File: src/rtl/led_sequencer.sv
// -----------------------------------------------------------------------------
// led_sequencer
//
// Divides the system clock into a step tick and drives N_LEDS outputs with one
// of four patterns: binary up, binary down, one-hot chase or ping-pong bounce.
// Pause, run-time mode switching and a wrap flag are built in.
//
// Optional feature macro: LED_SEQ_PWM_EN
//   When defined, a free-running PWM_BITS counter gates the LED drive with a
//   duty of brightness/2^PWM_BITS. When undefined, leds is the pattern register
//   and brightness is ignored.
//
// Parameters:
//   CLK_HZ    input clock frequency in Hz
//   STEP_HZ   pattern step rate in Hz; DIV = CLK_HZ/STEP_HZ must be >= 2
//   N_LEDS    number of LED outputs, must be >= 2
//   PWM_BITS  width of the brightness control
//
// Ports:
//   clk         system clock
//   rst         synchronous, active-high reset
//   mode        pattern select: 0 up, 1 down, 2 chase, 3 bounce
//   pause       hold the divider and the pattern while high
//   brightness  duty control (PWM build only)
//   leds        LED drive
//   step        one-cycle pulse when a new pattern value first appears
//   wrap        one-cycle pulse, with step, when the pattern returns to start
//
// Handshake: none. All inputs are level-sampled on every rising clock edge;
// step and wrap are registered single-cycle pulses.
// -----------------------------------------------------------------------------
module led_sequencer #(
    parameter int CLK_HZ   = 12000000,
    parameter int STEP_HZ  = 1,
    parameter int N_LEDS   = 4,
    parameter int PWM_BITS = 4
) (
    input  logic                clk,
    input  logic                rst,
    input  logic [1:0]          mode,
    input  logic                pause,
    input  logic [PWM_BITS-1:0] brightness,
    output logic [N_LEDS-1:0]   leds,
    output logic                step,
    output logic                wrap
);

    localparam int DIV   = CLK_HZ / STEP_HZ;
    // Keep the divider at least one bit wide so DIV == 2 still elaborates.
    localparam int DIV_W = (DIV > 2) ? $clog2(DIV) : 1;
    localparam logic [DIV_W-1:0] DIV_LAST = DIV_W'(DIV - 1);

    localparam logic DIR_LEFT  = 1'b0;
    localparam logic DIR_RIGHT = 1'b1;

    typedef enum logic [1:0] {
        MODE_UP     = 2'd0,
        MODE_DOWN   = 2'd1,
        MODE_CHASE  = 2'd2,
        MODE_BOUNCE = 2'd3
    } mode_e;

    // Pattern each mode starts from (and wraps back to).
    function automatic logic [N_LEDS-1:0] start_value(input mode_e m);
        logic [N_LEDS-1:0] v;
        case (m)
            MODE_UP:   v = '0;
            MODE_DOWN: v = '1;
            default:   v = {{(N_LEDS-1){1'b0}}, 1'b1};
        endcase
        return v;
    endfunction

    // ------------------------------------------------------------------------
    // State registers and next-state values
    // ------------------------------------------------------------------------
    logic [DIV_W-1:0]  div_q,     div_d;
    logic [N_LEDS-1:0] pattern_q, pattern_d;
    mode_e             mode_q,    mode_d;
    logic              dir_q,     dir_d;
    logic              step_q,    step_d;
    logic              wrap_q,    wrap_d;

    mode_e mode_in;
    assign mode_in = mode_e'(mode);

    // Priority below reset: mode change > pause > tick > divider count.
    always_comb begin
        mode_d    = mode_q;
        div_d     = div_q;
        pattern_d = pattern_q;
        dir_d     = dir_q;
        step_d    = 1'b0;
        wrap_d    = 1'b0;

        if (mode_in != mode_q) begin
            // Restart cleanly in the new mode; a coincident tick is dropped.
            mode_d    = mode_in;
            div_d     = '0;
            pattern_d = start_value(mode_in);
            dir_d     = DIR_LEFT;
        end else if (pause) begin
            // Everything holds; step/wrap default to 0.
        end else if (div_q == DIV_LAST) begin
            div_d  = '0;
            step_d = 1'b1;
            case (mode_q)
                MODE_UP:    pattern_d = pattern_q + N_LEDS'(1);
                MODE_DOWN:  pattern_d = pattern_q - N_LEDS'(1);
                MODE_CHASE: pattern_d = {pattern_q[N_LEDS-2:0], pattern_q[N_LEDS-1]};
                default: begin
                    // Bounce: direction flips on the step that lands on an end.
                    if (dir_q == DIR_LEFT) begin
                        pattern_d = pattern_q << 1;
                        if (pattern_d[N_LEDS-1]) begin
                            dir_d = DIR_RIGHT;
                        end
                    end else begin
                        pattern_d = pattern_q >> 1;
                        if (pattern_d[0]) begin
                            dir_d = DIR_LEFT;
                        end
                    end
                end
            endcase
            wrap_d = (pattern_d == start_value(mode_q));
        end else begin
            div_d = div_q + DIV_W'(1);
        end
    end

    always_ff @(posedge clk) begin
        if (rst) begin
            // A mode change coincident with reset is absorbed here.
            mode_q    <= mode_in;
            div_q     <= '0;
            pattern_q <= start_value(mode_in);
            dir_q     <= DIR_LEFT;
            step_q    <= 1'b0;
            wrap_q    <= 1'b0;
        end else begin
            mode_q    <= mode_d;
            div_q     <= div_d;
            pattern_q <= pattern_d;
            dir_q     <= dir_d;
            step_q    <= step_d;
            wrap_q    <= wrap_d;
        end
    end

    assign step = step_q;
    assign wrap = wrap_q;

    // ------------------------------------------------------------------------
    // LED drive
    // ------------------------------------------------------------------------
`ifdef LED_SEQ_PWM_EN
    logic [PWM_BITS-1:0] pwm_q;
    logic                rst_seen_q;   // blanks leds in the cycle after a reset edge
    logic                pwm_on;

    always_ff @(posedge clk) begin
        if (rst) begin
            pwm_q      <= '0;
            rst_seen_q <= 1'b1;
        end else begin
            pwm_q      <= pwm_q + PWM_BITS'(1);
            rst_seen_q <= 1'b0;
        end
    end

    // pwm < brightness: 0 gives always off, max gives (2^P-1)/2^P duty.
    assign pwm_on = (pwm_q < brightness);
    assign leds   = rst_seen_q ? '0 : (pattern_q & {N_LEDS{pwm_on}});
`else
    logic unused_brightness;
    assign unused_brightness = ^brightness;
    assign leds = pattern_q;
`endif

endmodule

File: config.mk
export PLATFORM = sky130hd
export DESIGN_NAME = led_sequencer
export DESIGN_NICKNAME = d
export VERILOG_FILES = /design/src/rtl/led_sequencer.sv
export SDC_FILE = /design/constraint.sdc
export NUM_CORES = 1
export LEC_CHECK = 0
export ABC_CLOCK_PERIOD_IN_PS = 6400
export CORE_UTILIZATION = 48
export DETAILED_ROUTE_END_ITERATION = 8
export GPL_ROUTABILITY_DRIVEN = 0
export PLACE_DENSITY_LB_ADDON = 0.1
export SYNTH_ARGS = -nofsm -noshare
export SYNTH_HDL_FRONTEND = slang
export SYNTH_SLANG_ARGS = --single-unit
File: constraint.sdc
create_clock -name clk -period 6.4 [get_ports clk]
set_input_delay 1.28 -clock clk [delete_from_list [all_inputs] [get_ports clk]]
set_output_delay 1.28 -clock clk [all_outputs]
set_load 0.005 [all_outputs]
==> impl_metrics.toml <==
[layout]
antenna_cells = 0
final_layout_size_suffix_gt1_frac = 0.07009
areaGrowthSynthToFinish_pct = 12.02
final_nets = 225
finish.cell_count_without_fillers = 260

[clock_tree]
maximum_count_of_clock_buffers_along_a_single_path = 2
worst_skew_pair.late_latency_ns = 0.28
cts_hold_repair.buffers = 0
clk_transition_reported_paths_ns = 0.07
sink_count = 33
cts_max_level = 2
post_cts.resized_instances = 0
tritoncts = "built"
cts_setup_buffers = 0
number_of_buffers_created_by_cts = 5
cts-root-buf = "clkbuf_8"

[timing]
fin_worst_skew_ns = 0.007716
setup-violations-final = 0
grt_setup_unrepaired = "no"
slew_viol_final = 0
worst_slew_slack_as_a_fraction_of_its_limit = 0.5384
timing.hold.ws_ns = 0.4962
totalNegativeSetupSlack_ns = 0
worst_slew_pin_slew_ns = 0.6871
hold_viol = 0
period_share = 0.4857
fin_ws_ns = 3.291
post-route-min-period_ns = 3.109
fmax_mhz = 321.7

[power_and_ir_drop]
irDropWorstVdd_mv = 0.1472
power_frac_clock = 0.383
internal_pwr_total_uw = 361.8
logic_gate_share_of_total_power = 0.134
pwr_density_cell_nw_per_um2 = 235.0
leakagePower_uw = 0.0007277
post-layout-total-power_uw = 476.9
switchingPower_uw = 115.1
power.sequential.fraction = 0.484
sw_frac_of_total = 0.2414

[synth]
syn_area_per_cell_sq_um = 8.838
post_synth_inst_count = 205
post_synth_edffs = 6
yosys_most_used_dff = "dfxtp_1"
ys_seq_elements = 33
synth.cell_area_sq_um = 1812
seq_area_frac_synth = 0.3978
syn_warnings = 0
async_flop_share = 0
post_synth_num_cell_types = 43
synth.net_count = 217

[floorplanning]
die_x_um = 63.44
top_level_ports = 15
dieArea_sq_um = 4024
start_util = 0.5224
die_y_um = 63.44
fp.coreArea_sq_um = 3468
placement_rows = 21

[worst_setup_path]
critPathSlowestCell = "o21bai_4"
cp_max_fanout = 23
crit-reg2reg-launch = "mode_q[1]"
worstPathCellList = "clkdlybuf4s50_1, and4b_1, nand2_1, o21bai_4"
worst-endpoint-arrival_ns = 3.02
critical-path-max-stage-delay_ns = 0.53
cp_data_required_time_ns = 6.31
criticalPathCategory = "in2reg"
critPathLaunchType = "input port"
worstSetupEndpointType = "register"
rr_worst_depth = 7
setup.worst_path.start = "pause"

[placed_design]
portbufs = 10
detailedPlace.worstSlack_ns = 2.993
place_hpwl_um = 2522
post-place-cells = 252

[global_routing]
groute.layer.met2.usage = 0.3125
grtUsageMet1 = 0.2500
first_pass_grt_wire_length_um = 6037
grt_max_degree = 24
grt_antenna_before_repair = 0
gr_peak_layer = "met2"
globalRouteOverflowTotal = 0
global_route.usage.total = 0.1907
grt_pass1_vias = 1354
groute.layer.met3.usage = 0.04348

[status]
run_status = "completed"

[worst_hold_path]
timing.hold.worst_path_depth = 2
timing.hold.worst.class = "reg2reg"
hold_path_startpoint = "div_q[1]"

[route]
drt_wl_cell_um = 13.31
detail_route.first_pass.iterations = 4
drtIter0Drc = 72
detail_route.vias_per_cell = 5.523
drt_drc_violations_left = 0
drtAntennaViolNets = 0
drt_wl_total_um = 3461
vias = 1436

[flow_run]
cap_viol_max_count = 0
layout make-up:
cell class                      count  area, sq um
Clock buffer                        8        111.4
Fill cell                         325         1439
Inverter                            4        15.01
Multi-Input combinational cell    159         1025
Sequential cell                    33        720.7
Tap cell                           46        57.56
Timing Repair Buffer               10        100.1
layout by cell type (no fill, tap or decap), types with 2 or more instances in the layout:
master           instances
a21o_1                   2
a21oi_1                  5
a31oi_1                  2
and3_1                   7
and4b_1                  3
clkbuf_8                 6
clkdlybuf4s50_1         10
dfxtp_1                 27
edfxtp_1                 6
ha_1                     3
inv_1                    4
mux2i_1                  3
nand2_1                 16
nand3_1                 17
nand3b_1                 2
nand4_1                  5
nor2_1                  32
nor2b_1                  5
nor3_1                   3
nor4_1                   2
o21ai_0                  6
or3_1                    2
xnor2_1                  8
xor2_1                  18
flip-flops by register name, indices dropped and copies added (netlist names):
signal,count
dir_q,1
div_q,24
leds,4
mode_q,2
step,1
wrap,1
path summary, 6_finish.rpt:
path / to / slack, ns
max: leds[0] / 3.29
min: div_q[1] / 0.50
max reg2reg: wrap / 3.72
min reg2reg: div_q[1] / 0.50
power by group through the flow:
stage | Sequential, uW | Combinational, uW | Clock (uW)
after detailed placement | 235 | 63.6 | 0
final | 231 | 63.7 | 182
after global placement | 234 | 62.4 | 0
after floorplan | 228 | 52.0 | 0
after global routing | 232 | 71.6 | 196
after CTS | 230 | 63.9 | 188
metal layers:
layer  share of wire  up-vias
met5               0        -
met4          0.0032        0
met3           0.034        2
met2            0.48       22
met1            0.48      676
li1                -      736
critical path, delay by kind of cell:
kind                   cells  cell delay, ns
and+or+nand+nor            2            0.69
AOI/OAI and AO/OA          1            0.53
buffers and inverters      1            0.51
stage by stage:
step	util	instance area [sq um]
floorplan	-	1812
global placement	0.5530	1918
detailed placement	0.5530	1918
CTS	0.5851	2029
global route	0.5851	2029
finish	0.5851	2029
cells in the mapped netlist, types with 3 or more instances:
| library cell | n | area (sq um) |
|---|---|---|
| nor2_1 | 32 | 120.1 |
| dfxtp_1 | 27 | 540.5 |
| xor2_1 | 18 | 157.7 |
| nand3_1 | 17 | 85.08 |
| nand2_1 | 16 | 60.06 |
| xnor2_1 | 8 | 70.07 |
| and3_1 | 7 | 43.79 |
| edfxtp_1 | 6 | 180.2 |
| o21ai_0 | 6 | 30.03 |
| a21oi_1 | 5 | 25.02 |
| clkbuf_1 | 5 | 18.77 |
| nand4_1 | 5 | 31.28 |
| nor2b_1 | 5 | 31.28 |
| inv_1 | 4 | 15.01 |
| and4b_1 | 3 | 30.03 |
| ha_1 | 3 | 37.54 |
| mux2i_1 | 3 | 30.03 |
| nor3_1 | 3 | 15.01 |
kinds of logic after synthesis:
family / share of synthesized area
AOI/OAI and AO/OA: 0.1064
xor gates and xnor gates: 0.1257
adders and majority gates: 0.02072
buffers and inverters: 0.03660
DFF: 0.3978
muxes: 0.01658
and+or+nand+nor: 0.2963
No activity file was read; power rests on OpenSTA's default activity.
